===== src/rtl/ram_requester.sv =====
// ram_requester: load/store front end for a RAM with one-cycle read latency; loads return in order through a small response FIFO.
// Define RAM_REQUESTER_ALIGN_CHECK_EN to flag misaligned half/word accesses.
module ram_requester #(
    parameter int RSP_DEPTH = 2
) (
    input  logic        clock,
    input  logic        resetn,
    input  logic        req_valid,
    output logic        req_ready,
    input  logic        req_write,
    input  logic [1:0]  req_size,
    input  logic        req_signed,
    input  logic [15:0] req_addr,
    input  logic [31:0] req_wdata,
    output logic        rsp_valid,
    input  logic        rsp_ready,
    output logic [31:0] rsp_rdata,
    output logic        rsp_err,
    output logic        misalign_err,
    output logic [13:0] ram_address,
    output logic [3:0]  ram_byteena,
    output logic [31:0] ram_data,
    output logic        ram_wren,
    input  logic [31:0] ram_q
);
    localparam int AW = $clog2(RSP_DEPTH);
    typedef logic [AW:0] cnt_t;

    logic          accept, mis, push, pop;
    logic          pend_q, pend_d, psgn_q, psgn_d, perr_q, perr_d, merr_q, merr_d;
    logic [1:0]    poff_q, poff_d, psize_q, psize_d;
    logic [AW-1:0] wptr_q, wptr_d, rptr_q, rptr_d;
    cnt_t          cnt_q, cnt_d;
    logic [7:0]    lane_b;
    logic [15:0]   lane_h;
    logic [31:0]   ext;
    logic [32:0]   entry, head;
    logic [32:0]   fifo_q [RSP_DEPTH];

`ifdef RAM_REQUESTER_ALIGN_CHECK_EN
    assign mis = (req_size == 2'd1 && req_addr[0]) || (req_size[1] && req_addr[1:0] != 2'd0);
`else
    assign mis = 1'b0;
`endif

    // Pending load counts against capacity so its push can never overflow the FIFO.
    assign req_ready    = (cnt_q + cnt_t'(pend_q)) < cnt_t'(RSP_DEPTH);
    assign accept       = req_valid && req_ready;
    assign ram_address  = req_addr[15:2];
    assign ram_byteena  = req_size == 2'd0 ? 4'b0001 << req_addr[1:0] :
                          req_size == 2'd1 ? (req_addr[1] ? 4'b1100 : 4'b0011) : 4'b1111;
    assign ram_data     = req_size == 2'd0 ? {4{req_wdata[7:0]}} :
                          req_size == 2'd1 ? {2{req_wdata[15:0]}} : req_wdata;
    assign ram_wren     = accept && req_write && !mis;
    assign misalign_err = merr_q;

    assign lane_b = ram_q[{poff_q, 3'b000} +: 8];
    assign lane_h = poff_q[1] ? ram_q[31:16] : ram_q[15:0];
    assign ext    = psize_q == 2'd0 ? {{24{psgn_q & lane_b[7]}}, lane_b} :
                    psize_q == 2'd1 ? {{16{psgn_q & lane_h[15]}}, lane_h} : ram_q;
    assign entry  = perr_q ? {1'b1, 32'd0} : {1'b0, ext};

    assign push      = pend_q;
    assign rsp_valid = cnt_q != '0;
    assign pop       = rsp_valid && rsp_ready;
    assign head      = fifo_q[rptr_q];
    assign rsp_rdata = rsp_valid ? head[31:0] : 32'd0;
    assign rsp_err   = rsp_valid && head[32];

    always_comb begin
        pend_d  = accept && !req_write;
        poff_d  = req_addr[1:0];
        psize_d = req_size;
        psgn_d  = req_signed;
        perr_d  = mis;
        merr_d  = merr_q | (accept && req_write && mis);
        wptr_d  = wptr_q + AW'(push);
        rptr_d  = rptr_q + AW'(pop);
        cnt_d   = cnt_q + cnt_t'(push) - cnt_t'(pop);
    end

    always_ff @(posedge clock or negedge resetn) begin
        if (!resetn) begin
            pend_q  <= 1'b0;
            poff_q  <= 2'd0;
            psize_q <= 2'd0;
            psgn_q  <= 1'b0;
            perr_q  <= 1'b0;
            merr_q  <= 1'b0;
            wptr_q  <= '0;
            rptr_q  <= '0;
            cnt_q   <= '0;
        end else begin
            pend_q  <= pend_d;
            poff_q  <= poff_d;
            psize_q <= psize_d;
            psgn_q  <= psgn_d;
            perr_q  <= perr_d;
            merr_q  <= merr_d;
            wptr_q  <= wptr_d;
            rptr_q  <= rptr_d;
            cnt_q   <= cnt_d;
        end
    end

    always_ff @(posedge clock) begin
        if (push) fifo_q[wptr_q] <= entry;
    end
endmodule


===== config.mk =====
export PLATFORM = sky130hd
export DESIGN_NAME = ram_requester
export DESIGN_NICKNAME = d
export VERILOG_FILES = /design/src/rtl/ram_requester.sv
export SDC_FILE = /design/constraint.sdc
export NUM_CORES = 1
export LEC_CHECK = 0
export BUFFER_PORTS_ARGS = -buffer_cell sky130_fd_sc_hd__buf_2
export CORE_MARGIN = 3
export CORE_UTILIZATION = 49
export DETAILED_ROUTE_END_ITERATION = 8
export MAX_ROUTING_LAYER = met4
export PLACE_DENSITY = 0.91
export SLEW_MARGIN = 20
export SYNTH_ARGS = -nofsm -noshare
export SYNTH_HDL_FRONTEND = slang
export SYNTH_SLANG_ARGS = --single-unit

===== constraint.sdc =====
create_clock -name clock -period 2.2 [get_ports clock]
set_input_delay 0.22 -clock clock [delete_from_list [all_inputs] [get_ports clock]]
set_output_delay 0.22 -clock clock [all_outputs]
set_load 0.005 [all_outputs]

== Word-level counts from Yosys, hierarchy flattened ==
Memories as Yosys holds them, arrays and structs flattened.
Cells that the tools add are included.
Storage, ports and cells
  bits in writable memories: 64
  bits of input ports: 88
  flip-flop bits (word level): 10
  word-level logic and storage cells: 39
  memories: 1
Cells by class
  order comparisons: 1
  eq/ne operators: 2
  bitwise logic cells: 2
  reduce and logical (&&, ||, !) cells: 9
  muxes and demuxes: 11
  $add $sub $neg: 4
  shifts and indexed selects: 2
Memory list
  fifo_q: depth 2, bits a word 32, rd ports 1, clocked after Yosys merged registers in 0, wr ports 1, RTL line 38  | logic [32:0] fifo_q [RSP_DEPTH];
Operators by type and width (count)
  32-bit 2-to-1 mux: 5
  32-bit by 6-bit variable part select with 8-bit output: 1
  16-bit 2-to-1 mux: 1
  4-bit 2-to-1 mux: 3
  2-bit by 1-bit == test with 1-bit output (second input constant): 2
  1-bit logical AND: 4
  2-bit logical NOT: 2
  1-bit by 2-bit left shift with 4-bit output (first input constant): 1
  1-bit adder: 2
  2-bit by 1-bit adder with 2-bit output: 1
  1-bit bitwise AND: 2
  2-bit < comparator (second input constant): 1
  1-bit 2-to-1 mux: 2
  2-bit nonzero test: 1
  2-bit by 1-bit subtractor with 2-bit output: 1
  1-bit logical AND (second input constant): 1
  1-bit logical NOT: 1

== Depth between registers and ports, before layout ==
Gate-level depths: netlist of run 1.
  word-level depth: 4
  gate-level depth with buffers: 5
  depth with buffers taken out: 5

== Worst setup path after synthesis of run 1 ==
OpenSTA, ideal clock, no wires.
  kind: flip-flop to flip-flop
  from: register wptr_q
  to: memory fifo_q[0][0] in the netlist's numbering, enable pin
  setup slack: 0.570 ns
  arrival time: 1.238 ns
  path buffers: 0
  library setup time: 0.392 ns
  period minus slack after synthesis: 1.630 ns
  stages on the path, launching flop included: 3
  cell sequence: dfrtp_1 inv_1 ha_1
RTL lines
  start: declaration: RTL line 32  | logic [AW-1:0] wptr_q, wptr_d, rptr_q, rptr_d;
  start signal: assignment: RTL line 100  | wptr_q <= wptr_d;
  end: declaration: RTL line 38
Straight into the memory's write port.

== Final worst setup path of run 1 ==
  from: register rptr_q
  to: output port rsp_rdata[22]
Between the ends
  cells in the longest elaborated chain, start to end: 2
Ends and longest elaborated chain
  start: declaration: RTL line 32
  start signal: assignment: RTL line 101  | rptr_q <= rptr_d;
  memory read 2 x 32 bit
  32-bit 2-to-1 mux: RTL line 67  | assign rsp_rdata = rsp_valid ? head[31:0] : 32'd0;
  end: declaration: RTL line 17  | output logic [31:0] rsp_rdata,
No other way between the ends.

==> results.md, run 1 <==
* H-Tree Depth at 3
* Syn avg cell area at 11.29 um^2
* Setup repair bufs after CTS at 0
* RR Startpoint: psize_q[1]
* Top cell type's share of synthesized area at 45.86%
* Total Power at 4.485 mW
* Total GRT Usage at 23.07%
* Core area at 8258 um^2
* # diodes at 0
* Total gr overflow at 0
* Unrepaired setup endpoints after global routing: false
* Die W at 98.48 um
* Final WL at 11.06 mm
* Part of the power in combinational logic at 34.8%
* Area growth syn-to-layout at 21.11%
* Wire per inst at 18.37 um
* Netlist cell types at 33
* WS Path Type: reg -> out
* First-pass GRT wire length at 16.69 mm
* Seq pwr share at 42.1%
* Crit. Startpoint: rptr_q
* Clock Power Share at 23.1%
* Final period util at 90.43%
* Cell taking the most area after synthesis: edfxtp_1
* CP Launch Type: flip-flop
* Gpl congestion at 0.9638
* Setup TNS at 0 ps
* Switching Power at 1.470 mW
* Worst Path Max Fanout at 17
* Largest net degree at the start of global routing at 33
* Final hold violations at 0
* Worst Hold Class: in -> reg
* DR pass1 iterations at 5
* Routed vias/inst at 5.656
* Count leader, synth: edfxtp_1
* Post-synth ARST share at 13.51%
* Skew-Pair Late Insertion Delay at 350 ps
* Layout Nets at 584
* Top_reg_cell synth: edfxtp_1
* Vias at 3405
* Synth Register Bits at 74
* Area of the multi-input gates at 1700 um^2
* Hold Slack at 26.12 ps
* Clock Sinks at 74
* Outcome: finished, final reports clean
* DRC viols at 0
* Maximum VDD drop at 0.3871 mV
* Cells after DPL at 584
* Syn. warnings at 0
* Leading post-synthesis cells by cell area: edfxtp_1 46%, mux2i_1 9.6%, dfrtp_1 6.0%, buf_4 4.7%, mux2_2 4.6%
* Synth top cells by count: 64 x edfxtp_1, 44 x nor2_1, 40 x mux2i_1
* Pwr Density at 883.9 nW/um^2
* Leak Pwr at 2.321 nW
* ANT nets after route at 0
* Clock Path Buffers at 2
* Sequential share of the synthesized area at 51.84%
* Post-DP HPWL at 8.135 mm
* Initial antenna violation count at 0
* Post-synth EDFFs at 64
* Post-Synthesis Cell Area at 4190 um^2
* Port buffer count at 144
* Die Y at 98.48 um
* WP data arrival at 1770 ps
* CTS Buf Count at 9
* Die area at 9697 um^2
* Maxcap violations at 0
* Reg2reg path depth at 3
* R2r endpoint: fifo_q[0][0]
* Reg2Reg Setup Slack at 300 ps
* Final Non-Filler Cells at 602
* Layout cell share with drive strength beyond 1 at 40.44%
* Number of setup violations in the final report at 0
* Cell count after synthesis at 371
* CP Capture Point: rsp_rdata[22]
* Starting density of the core at 50.74%
* Slew headroom at 59.92%
* Fin Clk Skew at 10.08 ps
* Final Cell Area at 5075 um^2
* Worst slew pin tran at 601.3 ps
* Register area at 2173 um^2
* TritonCTS clock tree: yes
* CTS root buf: clkbuf_8
* Fmax at 0.5026 GHz
* Final worst path period need at 1989 ps
* Area post-placement at 4862 um^2
* Worst Path Required at 1980 ps
* Final Max Slew Viols at 0
* CP endpoint kind: primary output
* Fillers at 685
* Switching portion of total power at 32.78%
* Num ports at 175
* Clk slew on worst S/H paths at 80 ps
* P_int at 3.015 mW
* DRT iter0 DRCs at 209
* Std-Cell Rows at 33
* Vias in the first global route at 3360
## per-stage QoR
stage | util [%] | setup WS, ps
5_1_grt | 61.45 | 95.07
6_report | 61.45 | 210.5
3_5_place_dp | 58.88 | 414.3
3_3_place_gp | 58.88 | 463.2
2_1_floorplan | - | 570.0
4_1_cts | 61.45 | 175.5
## cell type report
class / count / area share, %
Sequential cell: 74 / 42.83
Inverter: 7 / 0.5178
Tap cell: 105 / 2.589
Timing Repair Buffer: 159 / 16.77
Clock buffer: 9 / 2.441
Multi-Input combinational cell: 241 / 33.51
Clock inverter: 7 / 1.356
## layer usage
metal	routed length [um]	GRT usage, %
met5	0	-
met4	522	13.13
met3	872	4.246
met2	5773	38.95
met1	3890	25.67
## critical path, stage by stage (launching register included)
cell and delay [ps]:
dfrtp_2 720, buf_12 240, mux2i_1 260, nor2_1 60, buf_2 130
## repair_timing
| action | CTS | global route |
|---|---|---|
| hold buffers | 2 | 0 |
| endpoints found under the hold margin | 11 | 0 |
| gates resized for setup | 0 | 0 |
## flip-flops by register name (all words and copies together) (netlist names)
signal	flops
fifo_q	64
cnt_q	2
poff_q	2
psize_q	2
pend_q	1
psgn_q	1
rptr_q	1
wptr_q	1
## layout by cell type (no fill, tap or decap), types with 4 or more instances in the layout
cell type / n
buf_2: 144
edfxtp_1: 64
nor2_1: 43
mux2i_1: 40
nand2_1: 35
nand3_1: 23
mux2_2: 17
o21ai_0: 15
nor2b_1: 14
buf_4: 12
clkbuf_8: 9
dfrtp_1: 9
mux4_2: 8
inv_1: 7
and3b_1: 7
o22ai_1: 7
a211oi_1: 7
ha_1: 4
## cells by family after synthesis
group,share of synthesized area [%]
AND/OR/NAND/NOR,14.57
flip-flops,51.84
multiplexers,18.42
buffers and inverters,7.734
AO/OA/AOI/OAI,5.524
adder cells (fa/ha/maj),1.194
XOR/XNOR,0.6272
other,0.08949
## power by group through the flow
stage               registers (mW)  logic (mW)  clock network, mW
global placement              1.90        1.54                  0
floorplan                     1.81        1.01                  0
finish                        1.89        1.56               1.03
CTS                           1.89        1.59               1.04
global route                  1.91        1.72               1.10
detailed placement            1.92        1.58                  0
## how the worst min path moves through the flow
stage / cells past startpoint / slack, ps / from / to
floorplan: 0 / -80 / resetn / cnt_q[0]
global placement: 1 / 90 / resetn / cnt_q[1]
detailed placement: 1 / 100 / resetn / cnt_q[0]
CTS: 1 / 10 / req_addr[0] / poff_q[0]
global route: 1 / 2 / req_addr[0] / poff_q[0]
finish: 1 / 30 / req_addr[0] / poff_q[0]
Note: power is estimated with default switching activity, not from simulation.
==> run 2: changes to the inputs <==
--- a/constraint.sdc
+++ b/constraint.sdc
@@ -3,2 +3,2 @@
 set_output_delay 0.22 -clock clock [all_outputs]
-set_load 0.005 [all_outputs]
+set_load 0.1 [all_outputs]
==> run 2 against run 1 <==
Compared with the run above: sequential share of layout area decreased by 4.6 points; largest cell class unchanged; die area unchanged; clock skew about the same.
==> results.md, run 2 (synthesis results as in run 1) <==
* WP data arrival at 1900 ps
* Largest net degree at the start of global routing at 33
* TritonCTS clock tree: yes
* Port buffer count at 144
* Die area at 9697 um^2
* Total Power at 8.645 mW
* Worst Hold Class: in -> reg
* Routed vias/inst at 5.736
* Clk slew on worst S/H paths at 80 ps
* Outcome: finished, final reports clean
* Vias in the first global route at 3585
* Worst slew pin tran at 688.8 ps
* Reg2Reg Setup Slack at 340 ps
* CP Capture Point: rsp_rdata[26]
* Maxcap violations at 0
* Crit-path cells: buf_12 -> mux2i_1 -> nor2_2 -> buf_12
* Final Cell Area at 5693 um^2
* # diodes at 0
* Slowest stage delay, CP at 690 ps
* Die Y at 98.48 um
* Hold Slack at 17.69 ps
* Clock Sinks at 74
* DRC viols at 0
* First-pass GRT wire length at 17.46 mm
* GR Util met1 at 24.13%
* Top reg by flops: fifo_q
* Maximum VDD drop at 0.7970 mV
* Final WS setup at 80.70 ps
* Final hold violations at 0
* CTS Buf Count at 9
* Most common cell after layout, fill and taps aside: buf_2
* Starting density of the core at 50.74%
* WS Path Type: reg -> out
* CP Launch Type: flip-flop
* Total gr overflow at 0
* Clock Path Buffers at 2
* Crit. Startpoint: rptr_q
* Post-DP HPWL at 8.627 mm
* Num ports at 175
* Register area at 2173 um^2
* Worst Path Max Fanout at 17
* Final Max Slew Viols at 0
* Gpl congestion at 0.9023
* Fin Clk Skew at 10.48 ps
* Std-Cell Rows at 33
* Area of the multi-input gates at 1827 um^2
* Number of setup violations in the final report at 0
* Cells after DPL at 584
* Commonest non-fill, non-tap cells in the layout: 113 x buf_2, 64 x edfxtp_1, 40 x mux2i_1
* Reg2reg path depth at 3
* Met3 Resource Use GR at 4.742%
* Area growth syn-to-layout at 35.86%
* Skew-Pair Late Insertion Delay at 350 ps
* GRT busiest layer: met2
* Fillers at 584
* Slew headroom at 53.84%
* Most used cell, CP: buf_12
* Fmax at 0.4719 GHz
* Final worst path period need at 2119 ps
* Total GRT Usage at 24.09%
* Die W at 98.48 um
* Vias at 3453
* Unrepaired setup endpoints after global routing: false
* H-Tree Depth at 3
* Largest register FFs at 64
* Final Non-Filler Cells at 602
* Layout Nets at 584
* Initial antenna violation count at 0
* Met2 GRT Util at 44.15%
* Core area at 8258 um^2
* CTS root buf: clkbuf_8
* DR pass1 iterations at 5
* CP endpoint kind: primary output
* Crit-path slowest cell: dfrtp_2
* DRT iter0 DRCs at 230
* Leak Pwr at 2.493 nW
* Worst Path Required at 1980 ps
* Layout cell share with drive strength beyond 1 at 47.89%
* RR Startpoint: psize_q[1]
* Wire per inst at 19.11 um
* Area post-placement at 5466 um^2
* Final WL at 11.51 mm
* Final period util at 96.33%
* ANT nets after route at 0
* Pwr Density at 1518 nW/um^2
* Post-Place Setup Slack at 434.2 ps
* R2r endpoint: fifo_q[1][16]
run 2: worst max-delay path: cells and delay by family, from the launching register on:
family	cells	cell delay, ps
flops	1	690
buf+inv	2	400
mux	1	330
simple gates	1	90
run 2: what timing repair did:
item	CTS	global route
hold buffers	2	0
resized for setup	0	0
setup buffers	0	0
endpoints found under the hold margin	11	0
run 2: layout make-up:
| class | count | area share (%) |
|---|---|---|
| Sequential cell | 74 | 38.18 |
| Clock inverter | 4 | 0.8791 |
| Tap cell | 105 | 2.308 |
| Inverter | 7 | 0.4615 |
| Timing Repair Buffer | 159 | 23.34 |
| Multi-Input combinational cell | 241 | 32.09 |
| Clock buffer | 12 | 2.747 |
run 2: layer usage:
metal	wire length (um)	vias up
li1	-	1547
met1	3824	1654
met2	6255	203
met3	994	49
met4	432	0
met5	0	-
run 2: worst min path at each step:
stage                      startpoint   endpoint  slack, ps  cells after the start
final                     req_addr[0]  poff_q[0]         20                      1
after global placement         resetn   cnt_q[1]         90                      1
after detailed placement       resetn   cnt_q[0]        100                      1
after global routing        req_write     pend_q         10                      2
after CTS                 req_addr[0]  poff_q[0]          9                      1
after floorplan                resetn   cnt_q[0]        -80                      0
run 2: power breakdown:
part / switching, mW / internal, mW / total, mW / leakage [nW]
Sequential: 0.156 / 1.74 / 1.90 / 0.702
Clock: 0.507 / 0.592 / 1.10 / 0.0977
Combinational: 3.86 / 1.79 / 5.65 / 1.69
Total: 4.53 / 4.12 / 8.64 / 2.49
run 2: per-stage QoR:
| step | TNS, ps | utilization, % |
|---|---|---|
| floorplan | -698.0 | - |
| global placement | 0 | 66.20 |
| detailed placement | 0 | 66.20 |
| CTS | 0 | 68.94 |
| global route | 0 | 68.94 |
| finish | 0 | 68.94 |
